===== config.mk =====
export PLATFORM = sky130hd
export DESIGN_NAME = tmds_channel_decoder
export DESIGN_NICKNAME = d
export VERILOG_FILES = /design/src/rtl/tmds_pkg.sv /design/src/rtl/tmds_word_aligner.sv /design/src/rtl/tmds_channel_decoder.sv
export SDC_FILE = /design/constraint.sdc
export NUM_CORES = 1
export LEC_CHECK = 0
export ABC_CLOCK_PERIOD_IN_PS = 2500
export CAP_MARGIN = 20
export CORE_MARGIN = 3
export CORE_UTILIZATION = 58
export DETAILED_ROUTE_END_ITERATION = 8
export PLACE_DENSITY = 0.89
export RECOVER_POWER = 25
export SLEW_MARGIN = 5
export SYNTH_ARGS = -nofsm -noshare
export SYNTH_HDL_FRONTEND = slang
export SYNTH_SLANG_ARGS = --single-unit

===== constraint.sdc =====
create_clock -name clk -period 2.5 [get_ports clk]
set_input_delay 0.375 -clock clk [delete_from_list [all_inputs] [get_ports clk]]
set_output_delay 0.375 -clock clk [all_outputs]
set_load 0.01 [all_outputs]

===== src/rtl/tmds_pkg.sv =====
// rtl/tmds_pkg.sv - TMDS control tokens, aligner state type and 10b->8b decode helpers
package tmds_pkg;

  localparam logic [9:0] CTRL_TOK_00 = 10'b1101010100;
  localparam logic [9:0] CTRL_TOK_01 = 10'b0010101011;
  localparam logic [9:0] CTRL_TOK_10 = 10'b0101010100;
  localparam logic [9:0] CTRL_TOK_11 = 10'b1010101011;

  typedef enum logic {
    ST_SEARCH = 1'b0,
    ST_LOCKED = 1'b1
  } align_state_t;

  function automatic logic is_ctrl_token(input logic [9:0] q);
    return (q == CTRL_TOK_00) || (q == CTRL_TOK_01) ||
           (q == CTRL_TOK_10) || (q == CTRL_TOK_11);
  endfunction

  function automatic logic [1:0] ctrl_value(input logic [9:0] q);
    logic [1:0] v;
    v = 2'b00;
    case (q)
      CTRL_TOK_01: v = 2'b01;
      CTRL_TOK_10: v = 2'b10;
      CTRL_TOK_11: v = 2'b11;
      default:     v = 2'b00;
    endcase
    return v;
  endfunction

  // q[9] undoes the transmitter's inversion, q[8] selects XOR vs XNOR chaining
  function automatic logic [7:0] tmds_decode(input logic [9:0] q);
    logic [7:0] d;
    logic [7:0] o;
    d = q[9] ? ~q[7:0] : q[7:0];
    o[0] = d[0];
    for (int i = 1; i < 8; i++) begin
      o[i] = q[8] ? (d[i] ^ d[i-1]) : ~(d[i] ^ d[i-1]);
    end
    return o;
  endfunction

endpackage


===== src/rtl/tmds_word_aligner.sv =====
// rtl/tmds_word_aligner.sv - bit-slip word aligner with lock FSM; TMDS_DEC_STATS_EN adds relock counter
module tmds_word_aligner #(
  parameter int LOCK_COUNT     = 8,
  parameter int SEARCH_TIMEOUT = 2048,
  parameter int LOSS_TIMEOUT   = 4096
) (
  input  logic        clk,
  input  logic        rstn,
  input  logic [9:0]  sym,
  output logic [9:0]  aligned_word,
  output logic        locked,
  output logic [3:0]  offset
`ifdef TMDS_DEC_STATS_EN
  ,
  output logic [15:0] relock_cnt
`endif
);
  import tmds_pkg::*;

  localparam int RUN_W  = $clog2(LOCK_COUNT + 1);
  localparam int SRCH_W = $clog2(SEARCH_TIMEOUT + 1);
  localparam int LOSS_W = $clog2(LOSS_TIMEOUT + 1);

  logic [9:0]        s1, s2;
  logic [19:0]       window;
  logic [9:0]        w;
  logic              tok;
  align_state_t      state, state_next;
  logic [RUN_W-1:0]  run, run_next;
  logic [SRCH_W-1:0] search_tmr, search_next;
  logic [LOSS_W-1:0] loss_tmr, loss_next;
  logic [3:0]        offset_next;

  // older word in the low half: bit 0 of s2 is the earliest received bit
  assign window = {s1, s2};
  assign w      = window[{1'b0, offset} +: 10];
  assign tok    = is_ctrl_token(aligned_word);
  assign locked = (state == ST_LOCKED);

  always_ff @(posedge clk or negedge rstn) begin
    if (!rstn) begin
      s1           <= '0;
      s2           <= '0;
      aligned_word <= '0;
    end else begin
      s1           <= sym;
      s2           <= s1;
      aligned_word <= w;
    end
  end

  always_ff @(posedge clk or negedge rstn) begin
    if (!rstn) begin
      state      <= ST_SEARCH;
      run        <= '0;
      search_tmr <= '0;
      loss_tmr   <= '0;
      offset     <= '0;
    end else begin
      state      <= state_next;
      run        <= run_next;
      search_tmr <= search_next;
      loss_tmr   <= loss_next;
      offset     <= offset_next;
    end
  end

  always_comb begin
    state_next  = state;
    run_next    = run;
    search_next = search_tmr;
    loss_next   = loss_tmr;
    offset_next = offset;
    case (state)
      ST_SEARCH: begin
        loss_next   = '0;
        run_next    = tok ? run + 1'b1 : '0;
        search_next = search_tmr + 1'b1;
        // a completed run takes priority over a simultaneous slip
        if (tok && (run == RUN_W'(LOCK_COUNT - 1))) begin
          state_next  = ST_LOCKED;
          run_next    = '0;
          search_next = '0;
        end else if (search_tmr == SRCH_W'(SEARCH_TIMEOUT - 1)) begin
          offset_next = (offset == 4'd9) ? 4'd0 : offset + 4'd1;
          run_next    = '0;
          search_next = '0;
        end
      end
      ST_LOCKED: begin
        run_next    = '0;
        search_next = '0;
        loss_next   = tok ? '0 : loss_tmr + 1'b1;
        if (!tok && (loss_tmr == LOSS_W'(LOSS_TIMEOUT - 1))) begin
          state_next = ST_SEARCH;
          loss_next  = '0;
        end
      end
      default: state_next = ST_SEARCH;
    endcase
  end

`ifdef TMDS_DEC_STATS_EN
  always_ff @(posedge clk or negedge rstn) begin
    if (!rstn) begin
      relock_cnt <= '0;
    end else if ((state == ST_LOCKED) && (state_next == ST_SEARCH) &&
                 (relock_cnt != 16'hFFFF)) begin
      relock_cnt <= relock_cnt + 16'd1;
    end
  end
`endif

endmodule


===== src/rtl/tmds_channel_decoder.sv =====
// rtl/tmds_channel_decoder.sv - one TMDS receive channel: alignment, decode, registered outputs; TMDS_DEC_STATS_EN adds o_relock_cnt
module tmds_channel_decoder #(
  parameter int LOCK_COUNT     = 8,
  parameter int SEARCH_TIMEOUT = 2048,
  parameter int LOSS_TIMEOUT   = 4096
) (
  input  logic        clk,
  input  logic        rstn,
  input  logic [9:0]  i_sym,
  output logic [7:0]  o_data,
  output logic [1:0]  o_ctrl,
  output logic        o_de,
  output logic        o_locked,
  output logic [3:0]  o_offset
`ifdef TMDS_DEC_STATS_EN
  ,
  output logic [15:0] o_relock_cnt
`endif
);
  import tmds_pkg::*;

  logic [9:0] aligned_word;
  logic       locked;

  tmds_word_aligner #(
    .LOCK_COUNT     (LOCK_COUNT),
    .SEARCH_TIMEOUT (SEARCH_TIMEOUT),
    .LOSS_TIMEOUT   (LOSS_TIMEOUT)
  ) u_aligner (
    .clk          (clk),
    .rstn         (rstn),
    .sym          (i_sym),
    .aligned_word (aligned_word),
    .locked       (locked),
    .offset       (o_offset)
`ifdef TMDS_DEC_STATS_EN
    ,
    .relock_cnt   (o_relock_cnt)
`endif
  );

  assign o_locked = locked;

  // gating uses the lock state before this edge, so the run-completing word stays masked
  always_ff @(posedge clk or negedge rstn) begin
    if (!rstn) begin
      o_data <= '0;
      o_ctrl <= '0;
      o_de   <= 1'b0;
    end else if (!locked) begin
      o_data <= '0;
      o_ctrl <= '0;
      o_de   <= 1'b0;
    end else if (is_ctrl_token(aligned_word)) begin
      o_data <= '0;
      o_ctrl <= ctrl_value(aligned_word);
      o_de   <= 1'b0;
    end else begin
      o_data <= tmds_decode(aligned_word);
      o_de   <= 1'b1;
    end
  end

endmodule


==> flow_metrics.tcl, run 1 <==
set metrics [dict create \
    setup_viol 0 \
    cpPeakStageDelay_ns 0.54 \
    antenna_found_initial 0 \
    synth_nets 348 \
    area_growth_pct 16.3 \
    power_density_mw_per_mm2 560 \
    cts_tree "yes" \
    p_int_mw 1.81 \
    cts.sinks 75 \
    p_switching_mw 0.515 \
    die_w_um 84.4 \
    start_util_pct 62.1 \
    final-hold-violation-count 0 \
    synth_edf_count 0 \
    cts_root_buf "clkbuf_8" \
    relSlewSlack_pct 25.6 \
    synth_top_area_share_pct 52.6 \
    dpl.hpwl_um 4560 \
    use_met3_pct 4.02 \
    grt_pass1_vias 2460 \
    cp_cell_sequence "inv_1 -> ha_1 -> and3_1 -> nand3_1 -> a211oi_1 -> or3_4 -> mux2_4" \
    yosys.area.top_type "dfrtp_1" \
    row_count 27 \
    clk_path_buf_depth 2 \
    vias_per_cell 5.58 \
    seq_area_frac_synth_pct 52.6 \
    place.gp.congestion 0.969 \
    synthArstFlopShare_pct 100 \
    syn_inst 325 \
    rsz0062_at_grt "no" \
    met2_usage_pct 31.6 \
    grt-busiest-layer "met2" \
    yosysUniqueCellTypes 39 \
    synth.ff_latch_count 75 \
    total_power_mw 2.32 \
    p_sw_share_pct 22.1 \
    yosysWarnings 0 \
    clock_skew_ns 0.00856 \
    ioPinCount 28 \
    critPathMaxFanout 7 \
    n_fill_cell 391 \
    leakage_nw 1.85 \
    clock.fmax_ghz 0.455 \
    drive_gt1_share_pct 12.3 \
    max-cap-violations 0 \
    yosysMostFrequentCell "dfrtp_1" \
    finalNetCount 383 \
    die_h_um 84.4 \
    core_mm2 0.00574 \
    numCtsBuffers 9 \
    status "completed" \
    pwr-share-clk_pct 40.6 \
    grt_use_total_pct 19.6 \
    path_class "reg2reg" \
    vias 2437 \
    syn_area_mm2 0.00357 \
    dr.pass1.iters 4 \
    avgRoutedWirePerCell_um 14.6 \
    setup.worst_path.end_class "flip-flop" \
    p_seq_share_pct 54.1 \
    use_met1_pct 25.3 \
    grt_first_pass_wirelength_um 11100 \
    insertion_delay_ns 0.35 \
    max_slew.worst_pin.slew_ns 1.12 \
    cp-start-kind "flip-flop" \
    io_buffers 27 \
    required_ns 2.73 \
    syn_avg_cell_area_um2 11.0 \
    diodes 0 \
    die_area_mm2 0.00713 \
    cts_max_level 3 \
    peakVddDrop_mv 0.383 \
    synth.top_cells.by_count "75 x dfrtp_1, 46 x nor2_1, 22 x nand2_1, 22 x xnor2_1, 16 x a21oi_1" \
    hold-worst-slack_ns 0.398 \
    cts_setup_buffers 0 \
    min_period_over_period_pct 87.9 \
    tns_ns 0 \
    cts.clk_slew.worst_paths_ns 0.07 \
    routed_wl_um 6360 \
    cpMaxStageDelayCell "a211oi_1" \
    drc 0 \
    grt-ovfl-total 0 \
    ant_nets 0 \
    power_frac_comb_pct 5.3 \
    ys.flop_type "dfrtp_1" \
    grt_max_degree 31 \
    crit_arrival_ns 2.43 \
    hp-class "reg2reg" \
    dr.first_iter.drc_count 156 \
    slew_viol_final 0 \
    min_period_ns 2.20 \
    ys_top_cells_by_area "dfrtp_1 53%, xnor2_1 5.4%, nor2_1 4.8%" \
]
## worst max-delay path, delay by kind of cell, from the launching register on
family          cells  cell delay, ns
buf+inv             1            0.09
mux                 1            0.29
simple gates        3            0.60
compound gates      1            0.54
flops               1            0.41
fa+ha+maj           1            0.16
## per-layer routing
metal,share of wire (%),up-vias,routed length (um)
li1,-,1173,-
met2,48,78,3050
met3,5.1,20,325
met5,0,-,0
met1,44,1166,2800
met4,2.9,0,183
## path summary, 6_finish.rpt
kind,slack (ns),to,cells after the start,start
min,0.40,u_aligner.s2[7]$_DFF_PN0_,0,u_aligner.s1[7]$_DFF_PN0_
max,0.30,u_aligner.offset[1]$_DFFE_PN0P_,7,u_aligner.aligned_word[0]$_DFF_PN0_
max in group asynchronous,0.56,u_aligner.search_tmr[10]$_DFF_PN0_,3,rstn
min reg2reg,0.40,u_aligner.s2[7]$_DFF_PN0_,0,u_aligner.s1[7]$_DFF_PN0_
max reg2reg,0.30,u_aligner.offset[1]$_DFFE_PN0P_,7,u_aligner.aligned_word[0]$_DFF_PN0_
min in group asynchronous,0.76,o_data[6]$_DFF_PN0_,2,rstn
## timing repair
item	4_1_cts	5_1_grt
resized for setup	0	0
hold endpoints to repair	20	0
hold buffers	1	0
## flip-flops by register name, summed over array words and instances, names as in the netlist
register / count
u_aligner.aligned_word: 10
o_data: 8
u_aligner.locked: 1
o_de: 1
u_aligner.loss_tmr: 13
u_aligner.s1: 10
u_aligner.search_tmr: 12
u_aligner.s2: 10
o_ctrl: 2
u_aligner.run: 4
u_aligner.offset: 4
## layout make-up
type	count	area, um2	area share (%)
clock inverter	4	48.8	1.18
clock buffer	12	155	3.74
timing repair buffer	38	347	8.35
inverter	14	52.6	1.27
sequential	75	1880	45.2
multi-input combinational	222	1580	38.1
tap	72	90.1	2.17
## power groups by stage
| stage | combinational (mW) | clock (mW) | sequential [mW] |
|---|---|---|---|
| after global placement | 0.120 | 0 | 1.28 |
| after detailed placement | 0.125 | 0 | 1.28 |
| after CTS | 0.128 | 0.962 | 1.26 |
| final | 0.123 | 0.943 | 1.26 |
| after floorplan | 0.0717 | 0 | 1.27 |
| after global routing | 0.140 | 1.02 | 1.26 |
## stage by stage
stage	area, um2	instances	worst slack [ns]	utilization (%)
after floorplan	3570	325	0.491	-
after global placement	3940	420	0.440	68.6
after detailed placement	3940	420	0.339	68.6
after CTS	4150	437	0.301	72.3
after global routing	4150	437	0.101	72.3
final	4150	437	0.303	72.3
## logic make-up after synthesis
group / count (synthesis) / synth area share, %
AOI/OAI and AO/OA: 32 / 5.68
DFF: 75 / 52.6
and+or+nand+nor: 116 / 15.8
adders and majority gates: 11 / 3.86
xor gates and xnor gates: 35 / 8.59
muxes: 28 / 10.4
buffers and inverters: 28 / 3.12
## layout by cell type, fill, tap and decap left out, drive strengths merged, types with 13 or more instances in the layout
cell type	Yosys	routed
a21oi	16	16
clkbuf	9	14
clkdlybuf4s50	0	16
dfrtp	75	75
inv	14	14
mux2i	13	13
nand2	22	22
nor2	46	46
xnor2	22	22
xor2	13	13
(Power assumes the default switching activity.)
==> inputs of run 2 (changes only) <==
- SYNTH_HIERARCHICAL: default -> 1
==> run 2 against run 1 <==
Net effect: the flow now finishes with violations (max-capacitance violations, max-slew violations); critical path depth shrank 2; register-to-register slack lost 0.19 ns; clock power shrank 4.0%; setup slack lost 0.19 ns; first-iteration DRC count grew 23%; combinational power grew 7%; count of clock-buffer cells in the layout shrank 1; routed wire length grew 6.1%; utilization shrank 2.2 points; synthesized cell count shrank 1.5%; clock skew shrank 0.0017 ns; sequential power is essentially flat; largest cell class unchanged; largest power group unchanged; highest routed layer unchanged.
==> flow_metrics.tcl, run 2 <==
set metrics [dict create \
    status "finished with violations" \
    violations "max-capacitance violations, max-slew violations" \
    power_density_mw_per_mm2 545 \
    dr.first_iter.drc_count 192 \
    cts_hold_buf 0 \
    grt_first_pass_wirelength_um 11800 \
    final-hold-violation-count 0 \
    die_h_um 85.6 \
    ioPinCount 28 \
    final_common_cell "dfrtp_1" \
    ys_top_cells_by_area "dfrtp_1 51%, mux4_2 7.4%, xnor2_1 5.2%" \
    crit_arrival_ns 2.61 \
    clock.fmax_ghz 0.420 \
    slew_viol_final 34 \
    cts.sinks 75 \
    insertion_delay_ns 0.35 \
    die_area_mm2 0.00733 \
    avgRoutedWirePerCell_um 15.7 \
    core_mm2 0.00603 \
    clock_skew_ns 0.00684 \
    ys.flop_type "dfrtp_1" \
    row_count 28 \
    hp-class "reg2reg" \
    setup_viol 0 \
    place.gp.congestion 0.877 \
    numCtsBuffers 9 \
    top_regs "u_aligner/loss_tmr: 13 flops, u_aligner/search_tmr: 12 flops" \
    required_ns 2.73 \
    max-cap-violations 1 \
    min_period_ns 2.38 \
    synth.ff_latch_count 75 \
    grt-ovfl-total 0 \
    hold-worst-slack_ns 0.411 \
    grt_use_total_pct 20.5 \
    tns_ns 0 \
    clk_path_buf_depth 2 \
    seqCellArea_mm2 0.00188 \
    die_w_um 85.6 \
    peakVddDrop_mv 0.486 \
    multi_input_area_mm2 0.00169 \
    yosys.area.top_type "dfrtp_1" \
    cts_max_level 3 \
    yosysUniqueCellTypes 50 \
    start_util_pct 61.0 \
    relSlewSlack_pct -21.0 \
    yosysWarnings 6 \
    ctsResizeCount 0 \
    routed_wl_um 6750 \
    finalNetCount 368 \
    grt_max_degree 43 \
    synth.top_cells.by_count "75 x dfrtp_1, 44 x nor2_1, 22 x xnor2_1" \
    cts_tree "yes" \
    cts.clk_slew.worst_paths_ns 0.07 \
    cts_setup_buffers 0 \
    yosysMostFrequentCell "dfrtp_1" \
    dr.pass1.iters 5 \
    ant_nets 0 \
    critPathMaxFanout 7 \
    io_buffers 27 \
    drive_gt1_share_pct 12.6 \
    synth_top_area_share_pct 51.1 \
    n_fill_cell 439 \
    synth_nets 337 \
    synth_edf_count 0 \
    syn_avg_cell_area_um2 11.5 \
    cts_root_buf "clkbuf_8" \
    setup.worst_path.end_class "flip-flop" \
    final_cell_mix "74 x dfrtp_1, 44 x nor2_1, 22 x xnor2_1" \
    leakage_nw 1.73 \
    syn_area_mm2 0.00368 \
    drc 0 \
    top_register "u_aligner/loss_tmr" \
    diodes 0 \
    synthArstFlopShare_pct 100 \
    largest_register_ff_count 13 \
    cp-start-kind "flip-flop" \
    syn_inst 320 \
    rsz0062_at_grt "no" \
    path_class "reg2reg" \
    total_power_mw 2.30 \
    max_slew.worst_pin.slew_ns 1.81 \
    r2r_slack_ns 0.12 \
    dpl.hpwl_um 4930 \
    vias_per_cell 5.90 \
    vias 2545 \
    antenna_found_initial 0 \
    seq_area_frac_synth_pct 51.1 \
    area_growth_pct 14.8 \
    min_period_over_period_pct 95.3 \
    grt_pass1_vias 2619 \
]
==> run 2: cell count changes in the layout (fill, tap and decap cells not counted), moves of 4 or more <==
cell     delta
a21oi_1     -5
ha_1        -6
inv_1       -5
mux2_2      -5
mux4_2      +6
nand2_1    -11
nor3_1      +7
o21ai_0     +4
==> run 2: cells by family after synthesis <==
| group | after synthesis | share of synthesized area, % |
|---|---|---|
| DFF | 75 | 51.1 |
| xor gates and xnor gates | 35 | 8.34 |
| AOI/OAI and AO/OA | 37 | 6.60 |
| and+or+nand+nor | 118 | 18.0 |
| buffers and inverters | 24 | 3.03 |
| muxes | 26 | 11.3 |
| adders and majority gates | 5 | 1.70 |
==> run 2: final cells by class <==
| cell class | instances | share of cell area, % |
|---|---|---|
| flip-flops and latches | 75 | 44.5 |
| well taps | 75 | 2.22 |
| clock buffers | 11 | 3.35 |
| multi-input cells | 221 | 40.0 |
| clock inverters | 5 | 1.25 |
| repair buffers | 34 | 7.80 |
| inverters | 10 | 0.889 |
==> run 2: critical path, cell delays in order (launching register included) <==
cell     delay (ns)
dfrtp_1        0.45
or4b_1         0.56
or4_1          0.54
and3b_1        0.29
nand3_2        0.11
mux2_1         0.32
==> run 2: path summary, 6_finish.rpt <==
kind	end	startpoint	depth (start not counted)
max	u_aligner/offset[1]$_DFFE_PN0P_	u_aligner/aligned_word[6]$_DFF_PN0_	5
min	u_aligner/s2[7]$_DFF_PN0_	u_aligner/s1[7]$_DFF_PN0_	0
max reg2reg	u_aligner/offset[1]$_DFFE_PN0P_	u_aligner/aligned_word[6]$_DFF_PN0_	5
min reg2reg	u_aligner/s2[7]$_DFF_PN0_	u_aligner/s1[7]$_DFF_PN0_	0
max in group asynchronous	u_aligner/loss_tmr[2]$_DFF_PN0_	rstn	1
min in group asynchronous	o_data[4]$_DFF_PN0_	rstn	1
==> run 2: metrics by stage <==
stage / setup slack [ns] / std cells / instance area, um2 / utilization (%)
5_1_grt: 0.0327 / 431 / 4220 / 70.0
6_report: 0.117 / 431 / 4220 / 70.0
4_1_cts: 0.0209 / 431 / 4220 / 70.0
3_5_place_dp: 0.126 / 415 / 4030 / 66.8
3_3_place_gp: 0.214 / 415 / 4030 / 66.8
2_1_floorplan: 0.232 / 320 / 3680 / -
==> run 2: per-layer routing <==
layer,share of wire (%),vias up,wire length (um),global-route usage [%]
met5,0,-,0,0
met2,51,77,3470,33.7
met1,42,1264,2860,25.1
li1,-,1194,-,-
met3,5.2,10,350,6.53
met4,1.1,0,76,8.20
==> run 2: power breakdown <==
group	switching [mW]	total [mW]	internal [mW]
clock	0.422	0.905	0.483
combinational	0.0643	0.131	0.0664
sequential	0.0268	1.26	1.24
total	0.513	2.30	1.79
